--- config.mk ---
export PLATFORM = sky130hd
export DESIGN_NAME = dsp_pipelined
export DESIGN_NICKNAME = d
export VERILOG_FILES = /design/src/rtl/dsp_pkg.sv /design/src/rtl/dsp_pipe_reg.sv /design/src/rtl/dsp_pipelined.sv
export SDC_FILE = /design/constraint.sdc
export NUM_CORES = 1
export LEC_CHECK = 0
export ABC_AREA = 1
export CORE_MARGIN = 5
export CORE_UTILIZATION = 30
export DETAILED_ROUTE_END_ITERATION = 12
export GPL_TIMING_DRIVEN = 0
export SETUP_SLACK_MARGIN = 0.1
export SLEW_MARGIN = 25
export SYNTH_ARGS = -nofsm -noshare
export SYNTH_HDL_FRONTEND = slang
export SYNTH_SLANG_ARGS = --single-unit
--- constraint.sdc ---
create_clock -name clk -period 4.35 [get_ports clk]
set_clock_uncertainty 0.05 [all_clocks]
set_input_delay 0.87 -clock clk [delete_from_list [all_inputs] [get_ports clk]]
set_output_delay 0.87 -clock clk [all_outputs]
set_load 0.02 [all_outputs]
--- src/rtl/dsp_pkg.sv ---
// Shared definitions for the pipelined DSP slice: operating-mode encodings,
// the pipeline depth limit and the control half of a pipeline stage word.
// A full stage word is {valid, acc, r}. The control part {valid, acc} lives
// here, and each slice appends its own DATA_WIDTH-wide result field.
package dsp_pkg;

    localparam logic DSP_MODE_ADD = 1'b0;
    localparam logic DSP_MODE_MUL = 1'b1;

    localparam int MAX_PIPE_STAGES = 4;

    typedef struct packed {
        logic valid;
        logic acc;
    } dsp_stage_ctrl_t;

endpackage

--- src/rtl/dsp_pipe_reg.sv ---
// Generic register with asynchronous active-high reset and a clock enable.
// It is used for the input bank and for every pipeline stage of the DSP slice.
module dsp_pipe_reg #(
    parameter int WIDTH = 8
) (
    input  logic             clk,
    input  logic             rst,
    input  logic             ce,
    input  logic [WIDTH-1:0] d,
    output logic [WIDTH-1:0] q
);

    // Clear on reset, hold while ce is low, otherwise capture d.
    always_ff @(posedge clk or posedge rst) begin
        if (rst) begin
            q <= '0;
        end else if (ce) begin
            q <= d;
        end
    end

endmodule

--- src/rtl/dsp_pipelined.sv ---
// Parametrised DSP slice. It computes an unsigned multiply (m=1) or add (m=0)
// of two half-width operands. The slice has an optional input register bank
// and 1..4 output pipeline stages. A valid flag travels with the data.
// The clock enable freezes every register in the slice.
// Define DSP_PIPELINED_ACCUM_EN to compile in the output accumulator. A valid
// entry with acc=1 then adds its result into out, and acc=0 restarts the sum.
module dsp_pipelined
    import dsp_pkg::*;
#(
    parameter int DATA_WIDTH  = 8,
    parameter int IN_REG      = 1,
    parameter int PIPE_STAGES = 1
) (
    input  logic                    clk,
    input  logic                    rst,
    input  logic                    ce,
    input  logic                    in_valid,
    input  logic [DATA_WIDTH/2-1:0] a,
    input  logic [DATA_WIDTH/2-1:0] b,
    input  logic                    m,
    input  logic                    acc,
    output logic [DATA_WIDTH-1:0]   out,
    output logic                    out_valid
);

    localparam int HALF_WIDTH = DATA_WIDTH / 2;
    localparam int BANK_W     = 2 * HALF_WIDTH + 3;

    typedef struct packed {
        dsp_stage_ctrl_t             ctrl;
        logic [DATA_WIDTH-1:0]       r;
    } stage_t;

    localparam int STAGE_W = $bits(stage_t);

    if (PIPE_STAGES < 1 || PIPE_STAGES > MAX_PIPE_STAGES) begin : g_bad_stages
        $error("dsp_pipelined: PIPE_STAGES must lie in 1..%0d", MAX_PIPE_STAGES);
    end
    if (IN_REG != 0 && IN_REG != 1) begin : g_bad_in_reg
        $error("dsp_pipelined: IN_REG must be 0 or 1");
    end
    if (DATA_WIDTH < 4 || (DATA_WIDTH % 2) != 0) begin : g_bad_width
        $error("dsp_pipelined: DATA_WIDTH must be even and at least 4");
    end

    // Without the accumulator, acc is forced to zero here so that the
    // pipeline never carries it.
    logic acc_used;
`ifdef DSP_PIPELINED_ACCUM_EN
    assign acc_used = acc;
`else
    assign acc_used = 1'b0;
`endif

    logic [BANK_W-1:0]     bank_d;
    logic [BANK_W-1:0]     bank_q;
    logic                  s_valid;
    logic                  s_acc;
    logic                  s_m;
    logic [HALF_WIDTH-1:0] s_a;
    logic [HALF_WIDTH-1:0] s_b;

    assign bank_d = {in_valid, acc_used, m, a, b};

    if (IN_REG == 1) begin : g_in_reg
        dsp_pipe_reg #(.WIDTH(BANK_W)) u_in_reg (
            .clk (clk),
            .rst (rst),
            .ce  (ce),
            .d   (bank_d),
            .q   (bank_q)
        );
    end else begin : g_in_wire
        assign bank_q = bank_d;
    end

    assign {s_valid, s_acc, s_m, s_a, s_b} = bank_q;

    logic [DATA_WIDTH-1:0] a_ext;
    logic [DATA_WIDTH-1:0] b_ext;
    stage_t                arith_stage;

    assign a_ext = {{HALF_WIDTH{1'b0}}, s_a};
    assign b_ext = {{HALF_WIDTH{1'b0}}, s_b};

    // Combinational arithmetic. Both the full product and the carry of the
    // sum fit in DATA_WIDTH, so neither operation can overflow.
    always_comb begin
        arith_stage            = '0;
        arith_stage.ctrl.valid = s_valid;
        arith_stage.ctrl.acc   = s_acc;
        if (s_m == DSP_MODE_MUL) begin
            arith_stage.r = a_ext * b_ext;
        end else begin
            arith_stage.r = a_ext + b_ext;
        end
    end

    stage_t stage_in [PIPE_STAGES];
    stage_t stage_d  [PIPE_STAGES];
    stage_t stage_q  [PIPE_STAGES];
    stage_t last_in;
    stage_t last_q;
    stage_t last_d;

    for (genvar k = 0; k < PIPE_STAGES; k++) begin : g_stage
        if (k == 0) begin : g_first
            assign stage_in[k] = arith_stage;
        end else begin : g_chain
            assign stage_in[k] = stage_q[k-1];
        end

        if (k < PIPE_STAGES - 1) begin : g_mid
            assign stage_d[k] = stage_in[k];
        end else begin : g_last
            assign stage_d[k] = last_d;
        end

        dsp_pipe_reg #(.WIDTH(STAGE_W)) u_stage (
            .clk (clk),
            .rst (rst),
            .ce  (ce),
            .d   (stage_d[k]),
            .q   (stage_q[k])
        );
    end

    assign last_in = stage_in[PIPE_STAGES-1];
    assign last_q  = stage_q[PIPE_STAGES-1];

    // Next value of the output stage. A bubble keeps the previous result and
    // only lets the cleared valid bit through. With the accumulator, acc=1
    // adds the new result into the running value and the sum wraps.
    always_comb begin
        last_d = last_in;
        if (!last_in.ctrl.valid) begin
            last_d.r = last_q.r;
        end
`ifdef DSP_PIPELINED_ACCUM_EN
        else if (last_in.ctrl.acc) begin
            last_d.r = last_q.r + last_in.r;
        end
`endif
    end

    assign out       = last_q.r;
    assign out_valid = last_q.ctrl.valid;

    logic unused_sink;
`ifdef DSP_PIPELINED_ACCUM_EN
    assign unused_sink = last_q.ctrl.acc;
`else
    assign unused_sink = ^{acc, last_q.ctrl.acc};
`endif

endmodule
[Word level (Yosys, flattened, before mapping)]
Index checks and enable logic that the tools add are counted.
Widths: inputs -> output; s select.
Word-level totals
  flip-flop bits (word level): 19
  bits of input ports: 14
  output and inout port bits: 9
Cells by class
  $add $sub $neg: 1
  multiply operators: 1
  muxes and demuxes: 1
  reductions and logical operators: 1
Operators with widths (count)
  $mul 4x4->8: 1
  $mux 8: 1
  $add 4x4->5: 1
  $reduce_and 2->1: 1

[Logic depth before layout (Yosys ltp)]
  depth after elaboration: 2
  mapped depth: 12
  gate-level depth less buffers: 12

[Cells and area by module]
Synthesis repeated with hierarchy kept, for this count alone.
Second synthesis, totals
  cells, all modules: 210
  area, all modules: 1517.7 µm²
By module, submodules not included
  dsp_pipelined: times used 1, cells each 119, area an instance 710.7 µm², sequential area each 0.0 µm²
  dsp_pipe_reg (g_in_reg.u_in_reg): times used 1, cells each 48, area an instance 425.4 µm², sequential area each 275.3 µm²
  dsp_pipe_reg (g_stage[0].u_stage): times used 1, cells each 43, area an instance 381.6 µm², sequential area each 250.2 µm²

[Worst setup path before layout]
Ideal clock, no wire load.
  kind: reg2reg
  start: reg g_in_reg.u_in_reg.q[3]
  end: reg g_stage[0].u_stage.q[6]
  setup time: 0.119 ns
  data arrival time: 2.433 ns
  slack: 1.748 ns
  cell stages (with the launch flop): 12
  path buffers: 0
  path through: dfrtp_1 -> nand2_1 -> fa_1 -> inv_1 -> fa_1 -> fa_1 -> nand2_1 -> nand2_1 -> a21oi_1 -> nand2_1 -> nand2_1 -> o21ai_2
On the way
  word-level cells in the longest chain between the ends: 2
Ends and longest elaborated chain
  start: declaration: line dsp_pipe_reg.sv:10  | output logic [WIDTH-1:0] q
  start signal: assignment: line dsp_pipe_reg.sv:16  | q <= '0;
  start signal: assignment: line dsp_pipe_reg.sv:18  | q <= d;
  $mul 4x4->8: line dsp_pipelined.sv:93  | arith_stage.r = a_ext * b_ext;
  $mux 8: line dsp_pipelined.sv:92  | if (s_m == DSP_MODE_MUL) begin
  end signal: assignment: line dsp_pipe_reg.sv:16
  end signal: assignment: line dsp_pipe_reg.sv:18
  end: declaration: line dsp_pipe_reg.sv:10
Every way passes these cells.
A chain may end at the register's enable or synchronous reset.

[Final worst setup path]
Same ends and word-level chain as after synthesis.

==> flow_metrics.py <==
metrics = {
    "grt": {
        "grt_pass1_vias": 1094,
        "grt_pass1_wl_um": 4920,
        "grt_max_degree": 20,
        "grt.total_usage_pct": 9.93,
        "globalRoute.totalOverflow": 0,
        "antenna_found_initial": 0,
    },
    "drt": {
        "final_antenna_net_count": 0,
        "routedWlPerCell_um": 11.5,
        "vias_per_cell": 4.57,
        "initialDrtViolationCount": 26,
        "first_pass_iters": 4,
        "wl_um": 2650,
        "drc": 0,
        "vias": 1050,
    },
    "setup_path": {
        "critPathKind": "flip-flop to flip-flop",
        "path_max_fanout": 5,
        "cp_data_arrival_time_ns": 2.91,
        "worst_setup_path_start_kind": "flip-flop",
        "regToRegSetupSlack_ns": 1.54,
        "critPathCaptureType": "flip-flop",
        "required_ns": 4.45,
    },
    "layout": {
        "fin_nets": 214,
        "post-route-util_pct": 38.2,
        "layout-drive-gt1-share_pct": 10.7,
        "multi_input_area_um2": 751,
        "fillers": 456,
        "finish.instance_area_um2": 1670,
        "area_growth_pct": 22.9,
        "seq_area_um2": 475,
        "final_cells": 230,
        "diodes": 0,
    },
    "clocking": {
        "clk_path_buf_depth": 2,
        "insertion_delay_ns": 0.26,
        "clk_pin_slew_ns": 0.07,
        "cts_setup_buffers": 0,
        "cts_resized": 0,
        "clockRootBuffer": "clkbuf_8",
        "cts_tree": "built",
        "numCtsBuffers": 3,
        "h-tree-depth": 1,
        "cts-hold-fix-buffers": 0,
        "cts.sinks": 19,
    },
    "power_and_ir_drop": {
        "p_sw_mw": 0.209,
        "power_frac_seq_pct": 38.9,
        "power_leakage_nw": 0.876,
        "pwr_density_cell_nw_per_um2": 356,
        "intPower_mw": 0.384,
        "clkPwrFrac_pct": 21.1,
        "pwr-share-comb_pct": 40.0,
        "peakVddDrop_mv": 0.158,
        "total_power_mw": 0.593,
        "sw_frac_of_total_pct": 35.2,
    },
    "sta": {
        "clock.fmax_mhz": 355,
        "finalHoldViolations": 0,
        "rsz0062_at_grt": "false",
        "setup_viol": 0,
        "slew_viol_final": 0,
        "worst_pin_slew_ns": 0.752,
        "relSlewSlack_pct": 49.8,
        "tns_ns": 0,
        "period_share_pct": 64.7,
        "min_period_ns": 2.81,
    },
    "die": {
        "dieWidth_um": 77.2,
        "dieArea_um2": 5960,
        "fp.dieH_um": 77.2,
        "rows": 24,
        "start_util_pct": 31.1,
        "io_pins": 23,
        "core_um2": 4350,
    },
    "synth": {
        "synth_seq_cells": 19,
        "seq_area_frac_synth_pct": 35.1,
        "syn-num-nets": 189,
        "yosysWarnings": 0,
        "ys_types": 25,
        "syn_area_per_cell_um2": 8.80,
        "synth_cells": 154,
        "syn_area_um2": 1360,
    },
    "placement": {
        "dp.cells": 226,
        "numPortBuffers": 20,
        "routabilityCongestion": 0.822,
        "place_area_um2": 1620,
        "dp_hpwl_um": 2180,
    },
    "min_path": {
        "hold_path.class": "flip-flop to flip-flop",
    },
    "outcome": {
        "status": "finished clean",
    },
    "flow_run": {
        "cap_violations": 0,
    },
}
-- final timing paths --
kind                                         start                       to  cells past startpoint
max                         g_in_reg.u_in_reg.q[3]  g_stage[0].u_stage.q[6]                     11
min                        g_stage[0].u_stage.q[7]  g_stage[0].u_stage.q[7]                      2
max reg2reg                 g_in_reg.u_in_reg.q[3]  g_stage[0].u_stage.q[6]                     11
min reg2reg                g_stage[0].u_stage.q[7]  g_stage[0].u_stage.q[7]                      2
max in group asynchronous                      rst  g_stage[0].u_stage.q[7]                      2
min in group asynchronous                      rst  g_in_reg.u_in_reg.q[10]                      2
-- cell type report --
cell class | count | share of cell area [%]
Multi-Input combinational cell | 106 | 45.1
Sequential cell | 19 | 28.5
Timing Repair Buffer | 20 | 12.0
Inverter | 27 | 6.39
Tap cell | 52 | 3.91
Clock buffer | 4 | 2.70
Buffer | 2 | 1.35
-- placed cells by master, fill, tap and decap left out, drive strengths merged --
cell type / count
buf: 2
nand3: 6
clkdlybuf4s50: 20
o221a: 1
nor3: 1
inv: 26
a21boi: 2
a21oi: 3
xor2: 1
o211ai: 1
nand4: 2
ha: 16
nand2: 43
dfrtp: 19
mux2: 7
clkinv: 1
o21ai: 8
nor2: 9
clkbuf: 4
o22ai: 1
fa: 5
-- cells by family (layout without fill, tap and decap cells) --
family / Yosys count / after routing / share of synthesized area, %
xor+xnor: 1 / 1 / 0.646
fa+ha+maj: 21 / 21 / 22.2
flops: 19 / 19 / 35.1
simple gates: 61 / 61 / 19.5
mux: 7 / 7 / 5.82
buf+inv: 29 / 53 / 9.51
compound gates: 16 / 16 / 7.29
-- metal layers --
metal	up-vias	GRT usage, %	wire length (um)
li1	541	-	-
met1	484	13.7	1310
met2	20	15.9	1180
met3	5	2.58	138
met4	0	1.55	19
met5	-	0	0
-- worst max-delay path, stage by stage (launching register included) --
cell	delay, ns
dfrtp_1	0.44
nand2_1	0.11
fa_1	0.55
inv_1	0.06
fa_1	0.53
fa_1	0.46
nand2_1	0.11
nand2_1	0.06
a21oi_1	0.17
nand2_1	0.07
nand2_1	0.07
o21ai_2	0.05
-- cells in the mapped netlist --
master / number / share of area [%]
inv_1: 25 / 6.9
o21ai_2: 1 / 0.65
buf_6: 2 / 1.7
nor2_1: 9 / 2.5
fa_1: 5 / 7.4
a21oi_1: 3 / 1.1
xor2_1: 1 / 0.65
clkinv_4: 1 / 0.65
nor3_1: 1 / 0.37
nand2_1: 40 / 11
nand4_1: 2 / 0.92
mux2_2: 7 / 5.8
o21ai_0: 6 / 2.2
a21boi_0: 1 / 0.55
nand2_8: 1 / 1.5
o22ai_1: 1 / 0.46
o221a_2: 1 / 0.83
dfrtp_1: 19 / 35
a21boi_1: 1 / 0.55
inv_2: 1 / 0.28
o211ai_1: 1 / 0.55
ha_1: 16 / 15
nand3_1: 6 / 2.2
o21ai_1: 1 / 0.37
nand2_2: 2 / 0.92
-- power groups by stage --
| stage | combinational (mW) | clock [mW] | sequential (mW) |
|---|---|---|---|
| floorplan | 0.131 | 0 | 0.255 |
| global placement | 0.240 | 0 | 0.234 |
| detailed placement | 0.241 | 0 | 0.234 |
| CTS | 0.243 | 0.134 | 0.231 |
| global route | 0.272 | 0.141 | 0.236 |
| finish | 0.237 | 0.125 | 0.231 |
-- sequential cells by signal, indices dropped and copies added, names as in the netlist --
register / count
g_stage.u_stage.q: 9
g_in_reg.u_in_reg.q: 10
-- stage by stage --
stage | setup WS, ns | hold WS [ns]
floorplan | 1.75 | 0.501
global placement | 1.59 | 0.414
detailed placement | 1.53 | 0.415
finish | 1.54 | 0.430
CTS | 1.52 | 0.437
global route | 1.30 | 0.441
(Power assumes the default switching activity.)
==> variant (same flow settings) <==
`PIPE_STAGES`: 1 -> 2.
--- a/src/rtl/dsp_pipelined.sv
+++ b/src/rtl/dsp_pipelined.sv
@@ -10,5 +10,5 @@
     parameter int DATA_WIDTH  = 8,
     parameter int IN_REG      = 1,
-    parameter int PIPE_STAGES = 1
+    parameter int PIPE_STAGES = 2
 ) (
     input  logic                    clk,
Behaviour: not the same (a bounded check fails within 4 cycles, from zero or initial values and one cycle with rst high).
==> variant against the original RTL <==
Sequential cell count rose by 9. Synthesized area rose by 24%. Setup slack improved by 0.093 ns. Cell area rose by 22%. Maximum frequency rose by 3.4%. Power rose by 29%. Wire length rose by 20%. Sequential power rose by 43%. Global-route usage fell by 0.27 points. Critical endpoint unchanged.
==> variant: results (changes against the original RTL) <==
metric,value,unit,change
grt_pass1_vias,1229,,+12%
async_reset_ff_share,100,%,unchanged
fin_ws,1.63,ns,+0.0930 ns
nFillCells,593,,+30%
whs,0.425,ns,-0.00424 ns
cts.path.max_buffers,2,,unchanged
r2r_cells,9,,-2
p_comb,230,µW,-3%
wirelength,3190,µm,+20%
syn_nets,229,,+21%
worst_hold_path.endpoint,g_stage[1].u_stage.q[9],,
place_hpwl,2530,µm,+16%
top_usage_layer,met2,,
stdcell_count,290,,+26%
status,finished clean,,
dr_wl_met2,1420,µm,+20%
crit_slowest_cell,fa_1,,
p_leak,0.00112,µW,+28%
use_met3,2.85,%,+0.27 points
vdd_drop_max,0.140,mV,-11%
dpl_cell_area,1960,µm²,+21%
clkTransAtPathRegs,0.10,ns,+0.03 ns
drt-met1-wl,1560,µm,+19%
regArea,701,µm²,+47%
hp-start,g_stage[1].u_stage.q[9],,
grt_max_degree,29,,+45%
netlist_instances,194,,+26%
grtUsageTotal,9.66,%,-0.27 points
cts_resized,0,,unchanged
cts_inserted_buffers,3,,unchanged
switching_share,29.9,%,-5.3 points
met2_usage,14.8,%,-1.1 points
clk-insertion-delay-late,0.27,ns,
relSlewSlack,61.6,%,+12 points
antenna_cells,0,,unchanged
drtIter0Drc,48,,+85%
crit_path_end,g_stage[0].u_stage.q[6],,
drive_gt1_share,7.34,%,-3.3 points
p_sw,230,µW,+10%
worst_r2r_endpoint,g_stage[0].u_stage.q[6],,
ys_seq_area_share,41.9,%,+6.8 points
worst_ep_arrival_time,2.84,ns,-0.07 ns
yosys-top-cells-area,"dfrtp_1, nand2_1, ha_1",,
top_layer,met4,,
gp_congestion,0.830,,+0.95%
slowest_delay,0.54,ns,
final_nets,254,,+19%
vias,1267,,+21%
yosysUniqueCellTypes,20,,-20%
synthTopCellsByCount,"nand2_1, inv_1, dfrtp_1",,
reg.largest.list,"g_stage.u_stage.q x18, g_in_reg.u_in_reg.q x10",,
cap_violations,0,,unchanged
hold_depth,2,,unchanged
pg_seq,331,µW,+43%
clockRootBuffer,clkbuf_8,,
grt_pass1_wl,5700,µm,+16%
met3_length,193,µm,+40%
met1_usage,13.5,%,-0.14 points
variant: area by class of cell:
cell class / instances / area share, %
tap: 72 / 4.43
sequential: 28 / 34.4
timing repair buffer: 20 / 9.83
clock buffer: 3 / 2.03
inverter: 30 / 5.53
buffer: 5 / 1.66
multi-input combinational: 131 / 40.6
clock inverter: 1 / 1.48
variant: cell families (layout without fill, tap and decap cells):
kind of cell | Yosys count | in the layout | synth area share, %
xor gates and xnor gates | 1 | 1 | 0.523
muxes | 5 | 5 | 4.04
adders and majority gates | 21 | 21 | 17.9
and+or+nand+nor | 83 | 83 | 20.0
AOI/OAI and AO/OA | 21 | 21 | 6.95
DFF | 28 | 28 | 41.9
buffers and inverters | 35 | 59 | 8.74
variant: critical path: cells and delay by family, from the launching register on:
| family | cells | cell delay (ns) |
|---|---|---|
| adders and majority gates | 3 | 1.55 |
| DFF | 1 | 0.44 |
| and+or+nand+nor | 4 | 0.33 |
| AOI/OAI and AO/OA | 1 | 0.19 |
| buffers and inverters | 1 | 0.05 |
